## config.mk

```make
export PLATFORM = sky130hd
export DESIGN_NAME = tri_vertex_ctrl
export DESIGN_NICKNAME = d
export VERILOG_FILES = /design/src/rtl/tri_vertex_ctrl.sv
export SDC_FILE = /design/constraint.sdc
export NUM_CORES = 1
export LEC_CHECK = 0
export ABC_AREA = 0
export BUFFER_PORTS_ARGS = -buffer_cell sky130_fd_sc_hd__buf_2
export CORE_UTILIZATION = 62
export CTS_BUF_LIST = sky130_fd_sc_hd__clkbuf_4
export DETAILED_ROUTE_END_ITERATION = 16
export PLACE_DENSITY_LB_ADDON = 0.15
export SYNTH_ARGS = -nofsm -noshare
export SYNTH_HDL_FRONTEND = slang
export SYNTH_SLANG_ARGS = --single-unit
```

## constraint.sdc

```tcl
create_clock -name CLOCK_50 -period 5.7 [get_ports CLOCK_50]
set_clock_uncertainty 0.2 [all_clocks]
set_input_delay 0.57 -clock CLOCK_50 [delete_from_list [all_inputs] [get_ports CLOCK_50]]
set_output_delay 0.57 -clock CLOCK_50 [all_outputs]
set_load 0.05 [all_outputs]
```

## src/rtl/tri_vertex_ctrl.sv

```systemverilog
// Debounced button editor for the three triangle vertices, with shadow registers committed at frame start.
// Latency: event appears 2+DB_CYCLES cycles after a stable press; shadow written one cycle later; outputs update on frame_start.
// Backpressure: none; events that arrive during an EDIT cycle or lose SEL>X>Y priority are dropped.
module tri_vertex_ctrl #(
    parameter int STEP      = 4,
    parameter int X_MIN     = 285,
    parameter int X_MAX     = 1554,
    parameter int Y_MIN     = 35,
    parameter int Y_MAX     = 514,
    parameter int DB_CYCLES = 1000000
) (
    input  logic               CLOCK_50,
    input  logic               RESET_N,
    input  logic               KEY_SEL_N,
    input  logic               KEY_X_N,
    input  logic               KEY_Y_N,
    input  logic               dir,
    input  logic               frame_start,
    output logic signed [25:0] p1_x,
    output logic signed [25:0] p1_y,
    output logic signed [25:0] p2_x,
    output logic signed [25:0] p2_y,
    output logic signed [25:0] p3_x,
    output logic signed [25:0] p3_y,
    output logic [1:0]         sel,
    output logic               pending
);

    localparam int CW = (DB_CYCLES > 1) ? $clog2(DB_CYCLES) : 1;
    localparam logic [CW-1:0] CNT_MAX = CW'(DB_CYCLES - 1);

    localparam logic signed [26:0] STEP27 = 27'(STEP);
    localparam logic signed [26:0] XLO27  = 27'(X_MIN);
    localparam logic signed [26:0] XHI27  = 27'(X_MAX);
    localparam logic signed [26:0] YLO27  = 27'(Y_MIN);
    localparam logic signed [26:0] YHI27  = 27'(Y_MAX);

    localparam logic signed [25:0] RST_X [3] = '{26'sd300, 26'sd400, 26'sd600};
    localparam logic signed [25:0] RST_Y [3] = '{26'sd100, 26'sd300, 26'sd200};

    typedef enum logic {S_IDLE, S_EDIT} state_t;

    typedef struct packed {
        logic       axis_y;
        logic [1:0] idx;
        logic       dn;
    } tgt_t;

    // Bit 0 = SEL, bit 1 = X, bit 2 = Y throughout.
    logic [2:0]    key_raw;
    logic [2:0]    sync1, sync2;
    logic [2:0]    db_lvl;
    logic [2:0]    evt;
    logic [CW-1:0] db_cnt [3];

    state_t state, state_nxt;
    logic   sel_adv, tgt_load, edit_wr;
    tgt_t   tgt;

    logic signed [25:0] sh_x [3];
    logic signed [25:0] sh_y [3];
    logic signed [25:0] o_x  [3];
    logic signed [25:0] o_y  [3];

    logic signed [25:0] cur;
    logic signed [26:0] ext, sum, lo27, hi27;
    logic signed [25:0] nxt;

    assign key_raw = {KEY_Y_N, KEY_X_N, KEY_SEL_N};

    always_ff @(posedge CLOCK_50 or negedge RESET_N) begin
        if (!RESET_N) begin
            sync1 <= '1;
            sync2 <= '1;
        end else begin
            sync1 <= key_raw;
            sync2 <= sync1;
        end
    end

    // An event fires in the first cycle the accepted level reads 0; releases are silent.
    always_ff @(posedge CLOCK_50 or negedge RESET_N) begin
        if (!RESET_N) begin
            db_lvl <= '1;
            evt    <= '0;
            for (int k = 0; k < 3; k++) db_cnt[k] <= '0;
        end else begin
            for (int k = 0; k < 3; k++) begin
                evt[k] <= 1'b0;
                if (sync2[k] != db_lvl[k]) begin
                    if (db_cnt[k] == CNT_MAX) begin
                        db_lvl[k] <= ~db_lvl[k];
                        db_cnt[k] <= '0;
                        evt[k]    <= db_lvl[k];
                    end else begin
                        db_cnt[k] <= db_cnt[k] + CW'(1);
                    end
                end else begin
                    db_cnt[k] <= '0;
                end
            end
        end
    end

    always_ff @(posedge CLOCK_50 or negedge RESET_N) begin
        if (!RESET_N) state <= S_IDLE;
        else          state <= state_nxt;
    end

    always_comb begin
        state_nxt = state;
        sel_adv   = 1'b0;
        tgt_load  = 1'b0;
        edit_wr   = 1'b0;
        case (state)
            S_IDLE: begin
                if (evt[0]) begin
                    sel_adv = 1'b1;
                end else if (evt[1] || evt[2]) begin
                    tgt_load  = 1'b1;
                    state_nxt = S_EDIT;
                end
            end
            S_EDIT: begin
                edit_wr   = 1'b1;
                state_nxt = S_IDLE;
            end
            default: state_nxt = S_IDLE;
        endcase
    end

    always_comb begin
        cur = '0;
        case (tgt.idx)
            2'd1:    cur = tgt.axis_y ? sh_y[1] : sh_x[1];
            2'd2:    cur = tgt.axis_y ? sh_y[2] : sh_x[2];
            default: cur = tgt.axis_y ? sh_y[0] : sh_x[0];
        endcase
    end

    // Step in 27 bits so the clamp sees the true result even near the 26-bit limits.
    always_comb begin
        ext  = {cur[25], cur};
        sum  = tgt.dn ? (ext - STEP27) : (ext + STEP27);
        lo27 = tgt.axis_y ? YLO27 : XLO27;
        hi27 = tgt.axis_y ? YHI27 : XHI27;
        if (sum < lo27)      nxt = lo27[25:0];
        else if (sum > hi27) nxt = hi27[25:0];
        else                 nxt = sum[25:0];
    end

    always_ff @(posedge CLOCK_50 or negedge RESET_N) begin
        if (!RESET_N) begin
            tgt     <= '0;
            sel     <= 2'd0;
            pending <= 1'b0;
            for (int k = 0; k < 3; k++) begin
                sh_x[k] <= RST_X[k];
                sh_y[k] <= RST_Y[k];
                o_x[k]  <= RST_X[k];
                o_y[k]  <= RST_Y[k];
            end
        end else begin
            if (tgt_load) begin
                tgt.axis_y <= ~evt[1];
                tgt.idx    <= sel;
                tgt.dn     <= dir;
            end
            if (sel_adv) sel <= (sel == 2'd2) ? 2'd0 : sel + 2'd1;
            // Commit reads the pre-edit shadows when it coincides with an EDIT write.
            if (frame_start && pending) begin
                for (int k = 0; k < 3; k++) begin
                    o_x[k] <= sh_x[k];
                    o_y[k] <= sh_y[k];
                end
            end
            if (edit_wr) begin
                for (int k = 0; k < 3; k++) begin
                    if (tgt.idx == 2'(k)) begin
                        if (tgt.axis_y) sh_y[k] <= nxt;
                        else            sh_x[k] <= nxt;
                    end
                end
            end
            if (edit_wr)          pending <= 1'b1;
            else if (frame_start) pending <= 1'b0;
        end
    end

    assign p1_x = o_x[0];
    assign p1_y = o_y[0];
    assign p2_x = o_x[1];
    assign p2_y = o_y[1];
    assign p3_x = o_x[2];
    assign p3_y = o_y[2];

endmodule

```

======== Word level (Yosys, flattened, before mapping) ========
Index checks and enable logic that the tools add are counted.
cells by class
  divide/modulo/power cells ............... 0
  reductions and logical operators ........ 13
  shift-type cells ........................ 0
  bitwise operators ....................... 6
  $add $sub $neg .......................... 6
  multipliers ............................. 0
  equality and inequality tests ........... 9
  multiplexer cells ....................... 31
  order comparisons ....................... 2
operator list
  operator               number
  $mux 26                5
  $mux 20                6
  $add 20x1->20 const B  3
  $eq 20x20->1 const B   3
  $pmux 26 s2            1
  $add 26x4->27 const B  1
  $gt 27x12->1           1
  $lt 27x10->1           1
  $mux 27                1
  $sub 26x4->27 const B  1
  $reduce_and 3->1       6
  $mux 1                 14
  $mux 11                1
  $mux 9                 1
  $not 1->1              6
  $reduce_and 2->1       3
  $eq 2x2->1 const B     2
  $ne 1x1->1             3
  $add 2x1->2 const B    1
  $eq 2x1->1 const B     1
  $logic_not 2->1        1
  $mux 2                 1
  $pmux 1 s2             1
  $reduce_bool 2->1      1
  other kinds (2)        2
word-level totals
  word-level logic and storage cells ...... 94
  bits of input ports ..................... 7
  bits in registers ....................... 392
  ROM bits ................................ 0
  memory bits (writable) .................. 0
  bits in latches ......................... 0
  memories kept ........................... 0

======== Depth between registers and ports, before layout ========
Gate-level depths: netlist of run 1.
  word-level depth ........................ 7
  depth in mapped cells ................... 24

======== Least setup slack after synthesis of run 1 ========
No wires, ideal clock.
  path type ............................... reg2reg
  start ................................... register tgt[1] (netlist name)
  end ..................................... register sh_x[35] (netlist name)
  data required time ...................... 5376 ps
  setup slack ............................. 483 ps
  cell stages (with the launch flop) ...... 24
  clock period less this slack ............ 5217 ps
  arrival time ............................ 4893 ps
  cells stage by stage .................... dfrtp_1 > inv_1 > ha_1 > clkbuf_1 > clkbuf_1 > buf_1 > a22oi_1 > nand2_1 > o21ai_0 > o21ai_0 > ha_1 > a21oi_1 > o21ai_0 > a21oi_1 > xnor2_1 > ha_1 > nand2_1 > a21oi_1 > o31a_1 > or3_1 > or4_4 > nand2_2 > nor2_1 > o31a_1
between the ends
  cells in the longest elaborated chain, start to end .. 7
  elaborated cells on any way between the ends .. 11
  those cells by class .................... add/sub: 2; order compare: 2; eq/ne: 2; mux: 4; reduce/logical: 1
ends and longest elaborated chain
  element                                         RTL line  text
  start: declaration                              58        tgt_t tgt;
  $eq 2x2->1 or $eq 2x1->1 (tied branches)        134, 179
  $pmux 26 s2                                     134       case (tgt.idx)
  $add 26x4->27 or $sub 26x4->27 (tied branches)  144       sum = tgt.dn ? (ext - STEP27) : (ext + STEP27);
  $mux 27                                         144
  $gt 27x12->1                                    148       else if (sum > hi27) nxt = hi27[25:0];
  $mux 26                                         148
  $mux 26                                         147       if (sum < lo27) nxt = lo27[25:0];
  end signal: indexed assignment                  158       sh_x[k] <= RST_X[k];
  end signal: indexed assignment                  181       else sh_x[k] <= nxt;
  end: declaration                                60        logic signed [25:0] sh_x [3];
Several ways; a longest one is shown, not always the timed one.
A chain may end at the register's enable or synchronous reset.

======== Worst setup path in the final report of run 1 ========
  start ................................... register tgt[1] (netlist name)
  end ..................................... register sh_y[9] (netlist name)
between the ends
  cells in the longest elaborated chain, start to end .. 7
  elaborated cells on any way between the ends .. 11
  those cells by class .................... add/sub: 2; order compare: 2; eq/ne: 2; mux: 4; reduce/logical: 1
ends and longest elaborated chain
  element                                         RTL line  text
  $eq 2x2->1 or $eq 2x1->1 (tied branches)        134, 179
  $pmux 26 s2                                     134
  $add 26x4->27 or $sub 26x4->27 (tied branches)  144
  $mux 27                                         144
  $gt 27x12->1                                    148
  $mux 26                                         148
  $mux 26                                         147
  end signal: indexed assignment                  159       sh_y[k] <= RST_Y[k];
  end signal: indexed assignment                  180       if (tgt.axis_y) sh_y[k] <= nxt;
  end: declaration                                61        logic signed [25:0] sh_y [3];
Several ways; a longest one is shown, not always the timed one.

==> metrics.txt, run 1 <==
# TYPE chip_impl_metric gauge
chip_impl_metric{name="syn_avg_cell_area",unit="um^2"} 11.3
chip_impl_metric{name="cp_data_arrival_time",unit="ps"} 5610
chip_impl_metric{name="antenna_left",unit=""} 0
chip_impl_metric{name="synth-async-reset-ratio",unit=""} 1.00
chip_impl_info{name="synth_largest_area_cell",value="sky130_fd_sc_hd__dfrtp_1"} 1
chip_impl_metric{name="cts_htree_levels",unit=""} 3
chip_impl_metric{name="global_route_wire_length_before_repair",unit="um"} 70900
chip_impl_metric{name="routed_wl_per_cell",unit="um"} 20.1
chip_impl_metric{name="power.density",unit="nW/um^2"} 251
chip_impl_metric{name="core_footprint",unit="um^2"} 28200
chip_impl_metric{name="io_pins",unit=""} 166
chip_impl_metric{name="power.leakage",unit="uW"} 0.00997
chip_impl_metric{name="max-slew-margin-rel",unit=""} 0.170
chip_impl_metric{name="max_cap_violations",unit=""} 0
chip_impl_metric{name="timing.hold.worst_path_depth",unit=""} 0
chip_impl_info{name="result_of_the_run",value="completed"} 1
chip_impl_metric{name="yosys.area.top_type_share",unit=""} 0.474
chip_impl_metric{name="setup_tns",unit="ps"} 0
chip_impl_metric{name="finalCriticalPeriod",unit="ps"} 5220
chip_impl_metric{name="cts_num_sinks",unit=""} 392
chip_impl_info{name="reg_to_reg_critical_path_startpoint",value="tgt[1]"} 1
chip_impl_metric{name="clock_buffer_count_from_cts",unit=""} 96
chip_impl_metric{name="period_share",unit=""} 0.916
chip_impl_metric{name="placementRows",unit=""} 61
chip_impl_metric{name="setup.reg_to_reg.worst_slack",unit="ps"} 480
chip_impl_metric{name="final-seq-area",unit="um^2"} 9870
chip_impl_metric{name="violation_count_after_the_first_detailed_route_iteration",unit=""} 1037
chip_impl_metric{name="yosys_warnings",unit=""} 0
chip_impl_metric{name="hold_ws",unit="ps"} 151
chip_impl_metric{name="die_w",unit="um"} 172
chip_impl_metric{name="totalWireLength",unit="um"} 45400
chip_impl_metric{name="pin_count_of_the_biggest_net_entering_global_routing",unit=""} 160
chip_impl_info{name="synth.top_cells.by_count",value="sky130_fd_sc_hd__dfrtp_1, sky130_fd_sc_hd__nand2_1, sky130_fd_sc_hd__mux2_2"} 1
chip_impl_info{name="min-delay-path-class",value="flop to flop"} 1
chip_impl_metric{name="synthesis.area",unit="um^2"} 18000
chip_impl_info{name="timing.rr.end",value="sh_y[9]"} 1
chip_impl_metric{name="routed_via_density",unit=""} 5.96
chip_impl_info{name="clk_root_buffer_cell",value="sky130_fd_sc_hd__clkbuf_4"} 1
chip_impl_metric{name="hold_viol_final",unit=""} 0
chip_impl_metric{name="dp.final_hpwl",unit="um"} 32100
chip_impl_metric{name="die_y",unit="um"} 172
chip_impl_metric{name="synthToLayoutAreaGrowth",unit="%"} 14.0
chip_impl_metric{name="route.vias.total",unit=""} 13400
chip_impl_metric{name="antenna_found_initial",unit=""} 1
chip_impl_metric{name="count_of_flip_flops_with_a_built_in_enable_after_synthesis",unit=""} 0
chip_impl_info{name="min_from",value="sync1[0]"} 1
chip_impl_metric{name="placement.io_buffers",unit=""} 165
chip_impl_info{name="cts_tree",value="done"} 1
chip_impl_metric{name="layout-drive-gt1-share",unit=""} 0.307
chip_impl_metric{name="post-cts-setup-buffer-count",unit=""} 0
chip_impl_metric{name="path_max_fanout",unit=""} 18
chip_impl_metric{name="clock_pin_slew_reported_for_the_worst_setup_and_hold_paths_after_clock_tree_synthesis",unit="ps"} 70
chip_impl_metric{name="clkLatencyLatePin",unit="ps"} 740
chip_impl_metric{name="drt_pass1_iterations",unit=""} 6
chip_impl_metric{name="achievable-frequency",unit="GHz"} 0.191
chip_impl_metric{name="track_usage",unit=""} 0.314
chip_impl_metric{name="fill_cells",unit=""} 2019
chip_impl_metric{name="synth_nets",unit=""} 1639
chip_impl_info{name="critPathKind",value="flop to flop"} 1
chip_impl_metric{name="yosysUniqueCellTypes",unit=""} 76
chip_impl_metric{name="post_layout_net_count",unit=""} 1846
chip_impl_metric{name="number_of_global_route_vias_before_repair",unit=""} 13200
chip_impl_metric{name="syn_inst",unit=""} 1594
chip_impl_metric{name="worst-r2r-cell-count",unit=""} 21
chip_impl_metric{name="fp.dieArea",unit="um^2"} 29700
chip_impl_metric{name="max-clock-path-buffers",unit=""} 3
chip_impl_info{name="critPathLaunchType",value="flop"} 1
chip_impl_info{name="ys_top_cells_by_area",value="sky130_fd_sc_hd__dfrtp_1, sky130_fd_sc_hd__mux2_2, sky130_fd_sc_hd__dfstp_2"} 1
chip_impl_metric{name="drt_drc_violations_left",unit=""} 0
chip_impl_metric{name="detailed_place.area",unit="um^2"} 19200
chip_impl_info{name="rsz0062_at_grt",value="no"} 1
chip_impl_info{name="dominant_cell_by_count_in_the_synthesized_netlist",value="sky130_fd_sc_hd__dfrtp_1"} 1
chip_impl_metric{name="ys_seq_elements",unit=""} 392
chip_impl_info{name="whs_endpoint",value="sync2[0]"} 1
chip_impl_info{name="crit_path_end_kind",value="flop"} 1
chip_impl_metric{name="crit_required",unit="ps"} 6080
chip_impl_metric{name="tightest_slew",unit="ps"} 1240
chip_impl_metric{name="finalSetupViolations",unit=""} 0
chip_impl_metric{name="floorplan.initialDensity",unit=""} 0.639
chip_impl_metric{name="gr-total-overflow",unit=""} 0
chip_impl_metric{name="max_slew_vio_count",unit=""} 0
chip_impl_metric{name="finalInstanceArea",unit="um^2"} 20500
chip_impl_info{name="synth-main-ff-cell",value="sky130_fd_sc_hd__dfrtp_1"} 1
chip_impl_metric{name="gp_congestion",unit=""} 0.988
chip_impl_metric{name="vdd_drop_max",unit="uV"} 193
chip_impl_metric{name="multi_input_comb_area",unit="um^2"} 7720
chip_impl_metric{name="synth_seq_area_share",unit=""} 0.549
sequential cells by signal (all words and copies together) (netlist names), 26 cells and up:
signal / cells
p1_y: 26
sh_y: 78
p3_y: 26
p3_x: 26
p2_x: 26
sh_x: 78
p1_x: 26
p2_y: 26
db_cnt: 60
cell usage in the layout (no fill, tap or decap), drive strengths merged, types with 25 or more instances in the layout:
cell type | netlist | layout
dfrtp | 341 | 341
buf | 38 | 191
nand2 | 169 | 169
mux2 | 161 | 161
clkbuf | 50 | 138
and2 | 98 | 98
o21ai | 87 | 87
nor2 | 85 | 85
dfstp | 51 | 51
a21oi | 50 | 50
a22oi | 49 | 49
o31ai | 40 | 40
ha | 37 | 37
xor2 | 34 | 34
clkinv | 0 | 32
nand3 | 31 | 31
o211ai | 26 | 26
xnor2 | 25 | 25
cell families (layout without fill, tap and decap cells):
kind of cell	count (synthesis)	count (layout)	share of synthesized area
and+or+nand+nor	494	494	0.138
DFF	392	392	0.549
AOI/OAI and AO/OA	337	337	0.126
muxes	169	169	0.107
buffers and inverters	105	390	0.0238
xor gates and xnor gates	59	59	0.0298
adders and majority gates	38	38	0.0268
other	0	1	0
per-layer routing:
metal | track usage | vias up | part of all wire
met2 | 0.490 | 534 | 0.47
li1 | - | 6168 | -
met1 | 0.418 | 6650 | 0.42
met5 | 0 | - | 0
met3 | 0.0689 | 96 | 0.071
met4 | 0.152 | 0 | 0.040
what timing repair did:
item                                    CTS  global route
hold buffers                              6             0
endpoints found under the setup margin    0             8
gates resized for setup                   0             1
hold endpoints to repair                 89             0
how the worst max path moves through the flow:
stage / endpoint / cells past startpoint / start / slack [ps]
finish: sh_y[9] / 21 / tgt[1] / 480
global route: sh_x[61] / 18 / tgt[2] / 100
CTS: sh_y[9] / 18 / tgt[1] / 450
detailed placement: sh_y[9] / 18 / tgt[1] / 530
global placement: sh_y[9] / 18 / tgt[2] / 580
floorplan: sh_x[35] / 23 / tgt[1] / 480
power by group:
part / switching, uW / internal [uW] / total, uW / leakage (uW)
Clock: 1100 / 1170 / 2270 / 0.000721
Sequential: 6.64 / 2790 / 2800 / 0.00528
Combinational: 62.6 / 13.1 / 75.8 / 0.00396
Total: 1170 / 3980 / 5150 / 0.00997
metrics by stage:
stage          std cells  power [uW]  setup slack, ps  utilization
2_1_floorplan       1594        2860              483            -
3_3_place_gp        2075        2920              581        0.682
3_5_place_dp        2075        2930              532        0.682
4_1_cts             2257        5210              448        0.728
5_1_grt             2258        5360              103        0.728
6_report            2258        5150              476        0.728
worst max-delay path, stage by stage, from the launching register on:
cell                      delay (ps)
sky130_fd_sc_hd__dfrtp_1         390
sky130_fd_sc_hd__inv_1           140
sky130_fd_sc_hd__ha_2            230
sky130_fd_sc_hd__buf_4           250
sky130_fd_sc_hd__a22oi_1         130
sky130_fd_sc_hd__nand2_1          80
sky130_fd_sc_hd__o21ai_0         180
sky130_fd_sc_hd__o21ai_0         220
sky130_fd_sc_hd__ha_1            320
sky130_fd_sc_hd__a21oi_1         480
sky130_fd_sc_hd__o21ai_0         170
sky130_fd_sc_hd__a21oi_1         210
sky130_fd_sc_hd__xnor2_1         180
sky130_fd_sc_hd__ha_1            290
sky130_fd_sc_hd__nand2_1          80
sky130_fd_sc_hd__a21oi_1          50
sky130_fd_sc_hd__o31a_1          100
sky130_fd_sc_hd__or3_1           290
sky130_fd_sc_hd__or4_4           470
sky130_fd_sc_hd__nand2_2         150
sky130_fd_sc_hd__nor2_1          130
sky130_fd_sc_hd__o31a_1          310
area by class of cell:
type                       instances  share of cell area
sequential                       392               0.481
clock inverter                    38             0.00933
timing repair buffer             197              0.0562
clock buffer                     138              0.0505
antenna                            1            0.000122
inverter                          17             0.00323
tap                              378              0.0231
multi-input combinational       1097               0.376
(Power assumes the default switching activity.)
==> inputs of run 2 (changes only) <==
REMOVE_ABC_BUFFERS = 1   (was default)
==> metrics.txt, run 2 (synthesis results as in run 1) <==
# TYPE chip_impl_metric gauge
chip_impl_info{name="result_of_the_run",value="completed"} 1
chip_impl_metric{name="finalCriticalPeriod",unit="ps"} 5270
chip_impl_info{name="rsz0062_at_grt",value="no"} 1
chip_impl_metric{name="dp.final_hpwl",unit="um"} 28200
chip_impl_metric{name="placementRows",unit=""} 61
chip_impl_info{name="layout_commonest_cell",value="sky130_fd_sc_hd__dfrtp_1"} 1
chip_impl_metric{name="path_max_fanout",unit=""} 20
chip_impl_metric{name="route.vias.total",unit=""} 13200
chip_impl_metric{name="drt_pass1_iterations",unit=""} 5
chip_impl_metric{name="pin_count_of_the_biggest_net_entering_global_routing",unit=""} 152
chip_impl_metric{name="floorplan.initialDensity",unit=""} 0.639
chip_impl_metric{name="hold_ws",unit="ps"} 153
chip_impl_metric{name="clkLatencyLatePin",unit="ps"} 740
chip_impl_info{name="critPathLaunchType",value="flop"} 1
chip_impl_metric{name="tightest_slew",unit="ps"} 1240
chip_impl_metric{name="hold_viol_final",unit=""} 0
chip_impl_metric{name="totalWireLength",unit="um"} 42200
chip_impl_metric{name="crit_required",unit="ps"} 6070
chip_impl_metric{name="track_usage",unit=""} 0.293
chip_impl_metric{name="power.leakage",unit="uW"} 0.0100
chip_impl_metric{name="cts_num_sinks",unit=""} 392
chip_impl_metric{name="vdd_drop_max",unit="uV"} 192
chip_impl_metric{name="gp_congestion",unit=""} 0.931
chip_impl_metric{name="post-place-cells",unit=""} 2072
chip_impl_metric{name="period_share",unit=""} 0.925
chip_impl_metric{name="synthToLayoutAreaGrowth",unit="%"} 14.2
chip_impl_metric{name="violation_count_after_the_first_detailed_route_iteration",unit=""} 1028
chip_impl_metric{name="clock_pin_slew_reported_for_the_worst_setup_and_hold_paths_after_clock_tree_synthesis",unit="ps"} 60
chip_impl_metric{name="max_slew_vio_count",unit=""} 0
chip_impl_metric{name="core_footprint",unit="um^2"} 28200
chip_impl_metric{name="achievable-frequency",unit="GHz"} 0.190
chip_impl_metric{name="finalSetupViolations",unit=""} 0
chip_impl_metric{name="gr-total-overflow",unit=""} 0
chip_impl_metric{name="global_route_wire_length_before_repair",unit="um"} 67600
chip_impl_metric{name="number_of_global_route_vias_before_repair",unit=""} 13100
chip_impl_info{name="final_cell_mix",value="sky130_fd_sc_hd__dfrtp_1, sky130_fd_sc_hd__nand2_1, sky130_fd_sc_hd__buf_2"} 1
chip_impl_metric{name="die_w",unit="um"} 172
chip_impl_info{name="critPathKind",value="flop to flop"} 1
chip_impl_metric{name="cp_data_arrival_time",unit="ps"} 5640
chip_impl_info{name="cts_tree",value="done"} 1
chip_impl_metric{name="routed_wl_per_cell",unit="um"} 18.6
chip_impl_info{name="crit_path_end_kind",value="flop"} 1
chip_impl_metric{name="power.density",unit="nW/um^2"} 258
chip_impl_metric{name="placement.io_buffers",unit=""} 165
chip_impl_metric{name="routed_via_density",unit=""} 5.86
chip_impl_metric{name="max-slew-margin-rel",unit=""} 0.169
chip_impl_info{name="clk_root_buffer_cell",value="sky130_fd_sc_hd__clkbuf_4"} 1
chip_impl_metric{name="clock_buffer_count_from_cts",unit=""} 98
chip_impl_metric{name="setup.reg_to_reg.worst_slack",unit="ps"} 430
chip_impl_metric{name="max_cap_violations",unit=""} 0
chip_impl_metric{name="layout-drive-gt1-share",unit=""} 0.311
chip_impl_metric{name="fp.dieArea",unit="um^2"} 29700
chip_impl_metric{name="post_layout_net_count",unit=""} 1845
chip_impl_metric{name="number_of_standard_cells_in_the_layout_taps_in_and_fillers_out",unit=""} 2261
chip_impl_metric{name="cts_htree_levels",unit=""} 3
chip_impl_metric{name="die_y",unit="um"} 172
chip_impl_metric{name="antenna_left",unit=""} 0
chip_impl_metric{name="drt_drc_violations_left",unit=""} 0
chip_impl_info{name="min-delay-path-class",value="flop to flop"} 1
chip_impl_metric{name="max-clock-path-buffers",unit=""} 3
chip_impl_info{name="largest_registers",value="sh_x (78), sh_y (78), db_cnt (60)"} 1
chip_impl_metric{name="antenna_found_initial",unit=""} 2
chip_impl_metric{name="io_pins",unit=""} 166
## run 2: changes by cell type in the layout (fill, tap and decap cells not counted), moves of 2 or more
cell and change:
sky130_fd_sc_hd__inv_6 +3, sky130_fd_sc_hd__clkinv_1 -4, sky130_fd_sc_hd__clkinv_2 +5, sky130_fd_sc_hd__clkbuf_4 +3, sky130_fd_sc_hd__buf_12 -3, sky130_fd_sc_hd__bufinv_16 +2
## run 2: worst paths after layout
| kind | startpoint | endpoint | depth (start not counted) |
|---|---|---|---|
| min in group asynchronous | RESET_N | sh_x[11] | 2 |
| max in group asynchronous | RESET_N | sh_y[73] | 3 |
| max reg2reg | tgt[1] | sh_y[9] | 18 |
| min | sync1[1] | sync2[1] | 0 |
| min reg2reg | sync1[1] | sync2[1] | 0 |
| max | tgt[1] | sh_y[9] | 18 |
## run 2: critical path, cell delays in order, from the launching register on
cell	delay, ps
sky130_fd_sc_hd__dfrtp_1	380
sky130_fd_sc_hd__inv_1	140
sky130_fd_sc_hd__ha_2	370
sky130_fd_sc_hd__buf_4	310
sky130_fd_sc_hd__a22oi_1	120
sky130_fd_sc_hd__nand2_1	70
sky130_fd_sc_hd__o21ai_0	80
sky130_fd_sc_hd__o21ai_0	340
sky130_fd_sc_hd__fa_1	300
sky130_fd_sc_hd__xor2_1	640
sky130_fd_sc_hd__ha_1	390
sky130_fd_sc_hd__o21ai_0	90
sky130_fd_sc_hd__a21oi_1	110
sky130_fd_sc_hd__o31a_1	110
sky130_fd_sc_hd__or3_1	310
sky130_fd_sc_hd__or4_4	480
sky130_fd_sc_hd__nand2_2	200
sky130_fd_sc_hd__nor2_1	150
sky130_fd_sc_hd__o31a_1	310
## run 2: per-layer routing
metal / vias up / share of wire / GRT usage
met5: - / 0 / 0
met4: 0 / 0.023 / 0.0993
met3: 76 / 0.055 / 0.0609
met2: 382 / 0.48 / 0.475
met1: 6609 / 0.44 / 0.394
li1: 6174 / - / -
## run 2: power by group
group	internal, uW	leakage, uW	switching (uW)	total [uW]
sequential	2790	0.00528	6.62	2800
clock	1290	0.000776	1140	2430
combinational	13.4	0.00394	62.6	76.1
## run 2: per-stage QoR
step	cell area, um^2	TNS [ps]	util	setup WS, ps	power [uW]
after floorplan	17600	-722	-	-115	2860
after global routing	20600	0	0.730	96.8	5530
final	20600	0	0.730	428	5300
after detailed placement	19200	0	0.680	269	2930
after CTS	20500	0	0.729	221	5360
after global placement	19200	0	0.680	436	2920
## run 2: layout make-up
class                           count  area (um^2)
Sequential cell                   392         9870
Clock buffer                      141         1060
Clock inverter                     40          256
Fill cell                        2047         7610
Antenna cell                        2         5.00
Timing Repair Buffer              194         1090
Multi-Input combinational cell   1097         7730
Tap cell                          378          473
Inverter                           17         66.3
## run 2: timing repair
action | CTS | global route
buffers inserted | 0 | 0
hold endpoints to repair | 84 | 0
hold buffers | 6 | 0
gates resized for setup | 0 | 2
setup endpoints to repair | 0 | 28
==> inputs of run 3 (changes only) <==
ABC_AREA = 1   (was 0)
==> metrics.txt, run 3 <==
# TYPE chip_impl_metric gauge
chip_impl_info{name="critPathKind",value="flop to flop"} 1
chip_impl_metric{name="synthToLayoutAreaGrowth",unit="%"} 14.0
chip_impl_metric{name="gr-total-overflow",unit=""} 0
chip_impl_metric{name="timing.hold.worst_path_depth",unit=""} 0
chip_impl_metric{name="placement.io_buffers",unit=""} 165
chip_impl_info{name="final_cell_mix",value="sky130_fd_sc_hd__nand2_1, sky130_fd_sc_hd__dfrtp_1, sky130_fd_sc_hd__inv_1"} 1
chip_impl_metric{name="globalRouteMet3Util",unit=""} 0.0580
chip_impl_metric{name="finalInstanceArea",unit="um^2"} 20600
chip_impl_metric{name="power.leakage",unit="uW"} 0.0113
chip_impl_info{name="critical_path.slowest_cell",value="sky130_fd_sc_hd__ha_2"} 1
chip_impl_metric{name="routed_wl_per_cell",unit="um"} 17.0
chip_impl_metric{name="yosys_warnings",unit=""} 0
chip_impl_metric{name="global_route_wire_length_before_repair",unit="um"} 73400
chip_impl_metric{name="drt_pass1_iterations",unit=""} 5
chip_impl_metric{name="cp_data_arrival_time",unit="ps"} 5460
chip_impl_metric{name="core_footprint",unit="um^2"} 28700
chip_impl_metric{name="cts_htree_levels",unit=""} 3
chip_impl_metric{name="crit_required",unit="ps"} 6160
chip_impl_info{name="crit_path_end_kind",value="flop"} 1
chip_impl_metric{name="clock_buffer_count_from_cts",unit=""} 97
chip_impl_metric{name="final.setup.worst_slack",unit="ps"} 696
chip_impl_metric{name="placementRows",unit=""} 62
chip_impl_metric{name="globalRouteMet2Util",unit=""} 0.502
chip_impl_metric{name="die_y",unit="um"} 173
chip_impl_metric{name="synthesis.area",unit="um^2"} 18100
chip_impl_metric{name="ys_seq_elements",unit=""} 392
chip_impl_metric{name="hold_viol_final",unit=""} 0
chip_impl_metric{name="synth_seq_area_share",unit=""} 0.546
chip_impl_info{name="result_of_the_run",value="completed"} 1
chip_impl_metric{name="final_core_utilization",unit=""} 0.718
chip_impl_metric{name="global_route.usage.met1",unit=""} 0.413
chip_impl_metric{name="finalCriticalPeriod",unit="ps"} 5000
chip_impl_info{name="dominant_cell_by_count_in_the_synthesized_netlist",value="sky130_fd_sc_hd__nand2_1"} 1
chip_impl_metric{name="routed_via_density",unit=""} 5.51
chip_impl_metric{name="max_slew_vio_count",unit=""} 0
chip_impl_metric{name="max-clock-path-buffers",unit=""} 3
chip_impl_metric{name="syn_inst",unit=""} 1924
chip_impl_metric{name="number_of_standard_cells_in_the_layout_taps_in_and_fillers_out",unit=""} 2600
chip_impl_info{name="synth-main-ff-cell",value="sky130_fd_sc_hd__dfrtp_1"} 1
chip_impl_metric{name="max_cap_violations",unit=""} 0
chip_impl_metric{name="cts_num_sinks",unit=""} 392
chip_impl_metric{name="violation_count_after_the_first_detailed_route_iteration",unit=""} 1252
chip_impl_metric{name="achievable-frequency",unit="GHz"} 0.200
chip_impl_metric{name="totalWireLength",unit="um"} 44200
chip_impl_info{name="min_from",value="sync1[0]"} 1
chip_impl_metric{name="fp.dieArea",unit="um^2"} 29800
chip_impl_info{name="whs_endpoint",value="sync2[0]"} 1
chip_impl_metric{name="floorplan.initialDensity",unit=""} 0.630
chip_impl_info{name="synth.top_cells.by_count",value="sky130_fd_sc_hd__nand2_1, sky130_fd_sc_hd__dfrtp_1, sky130_fd_sc_hd__inv_1"} 1
chip_impl_metric{name="number_of_global_route_vias_before_repair",unit=""} 14500
chip_impl_info{name="rsz0062_at_grt",value="no"} 1
chip_impl_info{name="busiest_layer",value="met2"} 1
chip_impl_metric{name="power.density",unit="nW/um^2"} 253
chip_impl_metric{name="gp_congestion",unit=""} 0.938
chip_impl_metric{name="count_of_flip_flops_with_a_built_in_enable_after_synthesis",unit=""} 0
chip_impl_metric{name="pin_count_of_the_biggest_net_entering_global_routing",unit=""} 142
chip_impl_metric{name="setup.reg_to_reg.worst_slack",unit="ps"} 700
chip_impl_metric{name="synth-async-reset-ratio",unit=""} 1.00
chip_impl_metric{name="fill_cells",unit=""} 2242
chip_impl_metric{name="post-place-cells",unit=""} 2421
chip_impl_metric{name="yosys.area.top_type_share",unit=""} 0.472
chip_impl_info{name="largest_registers",value="sh_x (78), sh_y (78), db_cnt (60)"} 1
chip_impl_metric{name="io_pins",unit=""} 166
chip_impl_metric{name="route.vias.total",unit=""} 14300
chip_impl_metric{name="detailed_place.area",unit="um^2"} 19300
chip_impl_metric{name="cts.repair.resized",unit=""} 0
chip_impl_metric{name="post_layout_net_count",unit=""} 2187
chip_impl_metric{name="max_stage_delay",unit="ps"} 660
chip_impl_metric{name="vdd_drop_max",unit="uV"} 231
chip_impl_info{name="critPathLaunchType",value="flop"} 1
chip_impl_info{name="cts_tree",value="done"} 1
chip_impl_metric{name="yosysUniqueCellTypes",unit=""} 47
chip_impl_info{name="path_common_cell",value="sky130_fd_sc_hd__nand2_1"} 1
chip_impl_metric{name="die_w",unit="um"} 173
chip_impl_metric{name="tightest_slew",unit="ps"} 1250
chip_impl_metric{name="antenna_left",unit=""} 0
chip_impl_info{name="path_cells",value="inv_1 > ha_2 > a221oi_1 > o31ai_1 > fa_1 > nand3_1 > nand2_1 > nand3_1 > nand2_1 > nand2_1 > nand2_1 > inv_1 > ha_1 > a21o_1 > nor2_1 > nand2_1 > nor2_2 > nand3_4 > nand2_4 > nand2_2 > nand2_1 > nand2_1 > nand2_1"} 1
chip_impl_metric{name="track_usage",unit=""} 0.306
chip_impl_info{name="clk_root_buffer_cell",value="sky130_fd_sc_hd__clkbuf_4"} 1
chip_impl_metric{name="syn_avg_cell_area",unit="um^2"} 9.40
chip_impl_metric{name="path_max_fanout",unit=""} 33
chip_impl_metric{name="drt_drc_violations_left",unit=""} 0
chip_impl_metric{name="setup_tns",unit="ps"} 0
chip_impl_metric{name="clkLatencyLatePin",unit="ps"} 750
chip_impl_info{name="ys_top_cells_by_area",value="sky130_fd_sc_hd__dfrtp_1, sky130_fd_sc_hd__nand2_1, sky130_fd_sc_hd__mux2_2"} 1
chip_impl_info{name="layout_commonest_cell",value="sky130_fd_sc_hd__nand2_1"} 1
chip_impl_info{name="synth_largest_area_cell",value="sky130_fd_sc_hd__dfrtp_1"} 1
chip_impl_metric{name="worst-r2r-cell-count",unit=""} 23
chip_impl_metric{name="layout-drive-gt1-share",unit=""} 0.251
chip_impl_metric{name="dp_worst_setup_slack",unit="ps"} 723
chip_impl_info{name="reg_to_reg_critical_path_startpoint",value="tgt[2]"} 1
chip_impl_metric{name="clock_pin_slew_reported_for_the_worst_setup_and_hold_paths_after_clock_tree_synthesis",unit="ps"} 60
chip_impl_info{name="min-delay-path-class",value="flop to flop"} 1
chip_impl_metric{name="dp.final_hpwl",unit="um"} 29900
chip_impl_metric{name="finalSetupViolations",unit=""} 0
chip_impl_metric{name="antenna_found_initial",unit=""} 1
chip_impl_metric{name="max-slew-margin-rel",unit=""} 0.165
chip_impl_info{name="timing.rr.end",value="sh_x[3]"} 1
chip_impl_metric{name="period_share",unit=""} 0.878
[run 3: changes by cell type in the layout (fill, tap and decap cells not counted), moves of 44 or more]
cell / previous run / this run
sky130_fd_sc_hd__and2_1: 98 / 0
sky130_fd_sc_hd__a221oi_1: 1 / 46
sky130_fd_sc_hd__a22oi_1: 49 / 0
sky130_fd_sc_hd__nand3_1: 30 / 74
sky130_fd_sc_hd__nand2_1: 165 / 438
sky130_fd_sc_hd__inv_1: 16 / 248
[run 3: metal layers]
metal,vias to the layer above,share of wire
li1,6830,-
met3,89,0.061
met2,466,0.48
met4,0,0.023
met1,6937,0.43
met5,-,0
[run 3: report_power, final]
group,total (uW),internal [uW],leakage [uW],switching [uW]
clock network,2340,1230,0.000755,1110
registers,2800,2790,0.00528,4.90
logic,81.2,15.1,0.00529,66.1
[run 3: critical path: cells and delay by family (launching register included)]
family | cells | cell delay, ps
buffers and inverters | 2 | 190
adder cells (fa/ha/maj) | 3 | 1330
AND/OR/NAND/NOR | 15 | 1870
flip-flops | 1 | 390
AO/OA/AOI/OAI | 3 | 930
[run 3: worst max path at each step]
stage | startpoint | cells past startpoint | to
after floorplan | pending | 2 | p1_x[2]
after global placement | tgt[1] | 21 | sh_x[55]
after detailed placement | tgt[2] | 23 | sh_x[54]
after CTS | tgt[2] | 23 | sh_x[55]
after global routing | tgt[2] | 23 | sh_x[3]
final | tgt[2] | 23 | sh_x[3]
[run 3: cell families (layout without fill, tap and decap cells)]
group	count (synthesis)	count (layout)	share of synthesized area
simple gates	738	738	0.175
flops	392	392	0.546
buf+inv	324	615	0.0685
fa+ha+maj	38	38	0.0267
compound gates	287	287	0.0960
mux	123	123	0.0765
xor+xnor	22	22	0.0107
other cells	0	1	0
[run 3: layout make-up]
type,instances,area [um^2],area share
well taps,384,480,0.0233
clock inverters,18,93.8,0.00456
multi-input cells,1208,6980,0.339
flip-flops and latches,392,9870,0.479
clock buffers,154,1160,0.0561
diodes,1,2.50,0.000121
inverters,256,961,0.0466
repair buffers,187,1050,0.0511
[run 3: through the flow]
stage	hold slack, ps	power, uW
after floorplan	74.4	2860
after global placement	146	2930
after detailed placement	147	2930
after CTS	156	5270
after global routing	157	5430
final	154	5220
[run 3: what timing repair did]
| item | in CTS | in global routing |
|---|---|---|
| endpoints found under the hold margin | 126 | 0 |
| setup buffers | 0 | 0 |
| hold buffers | 6 | 0 |
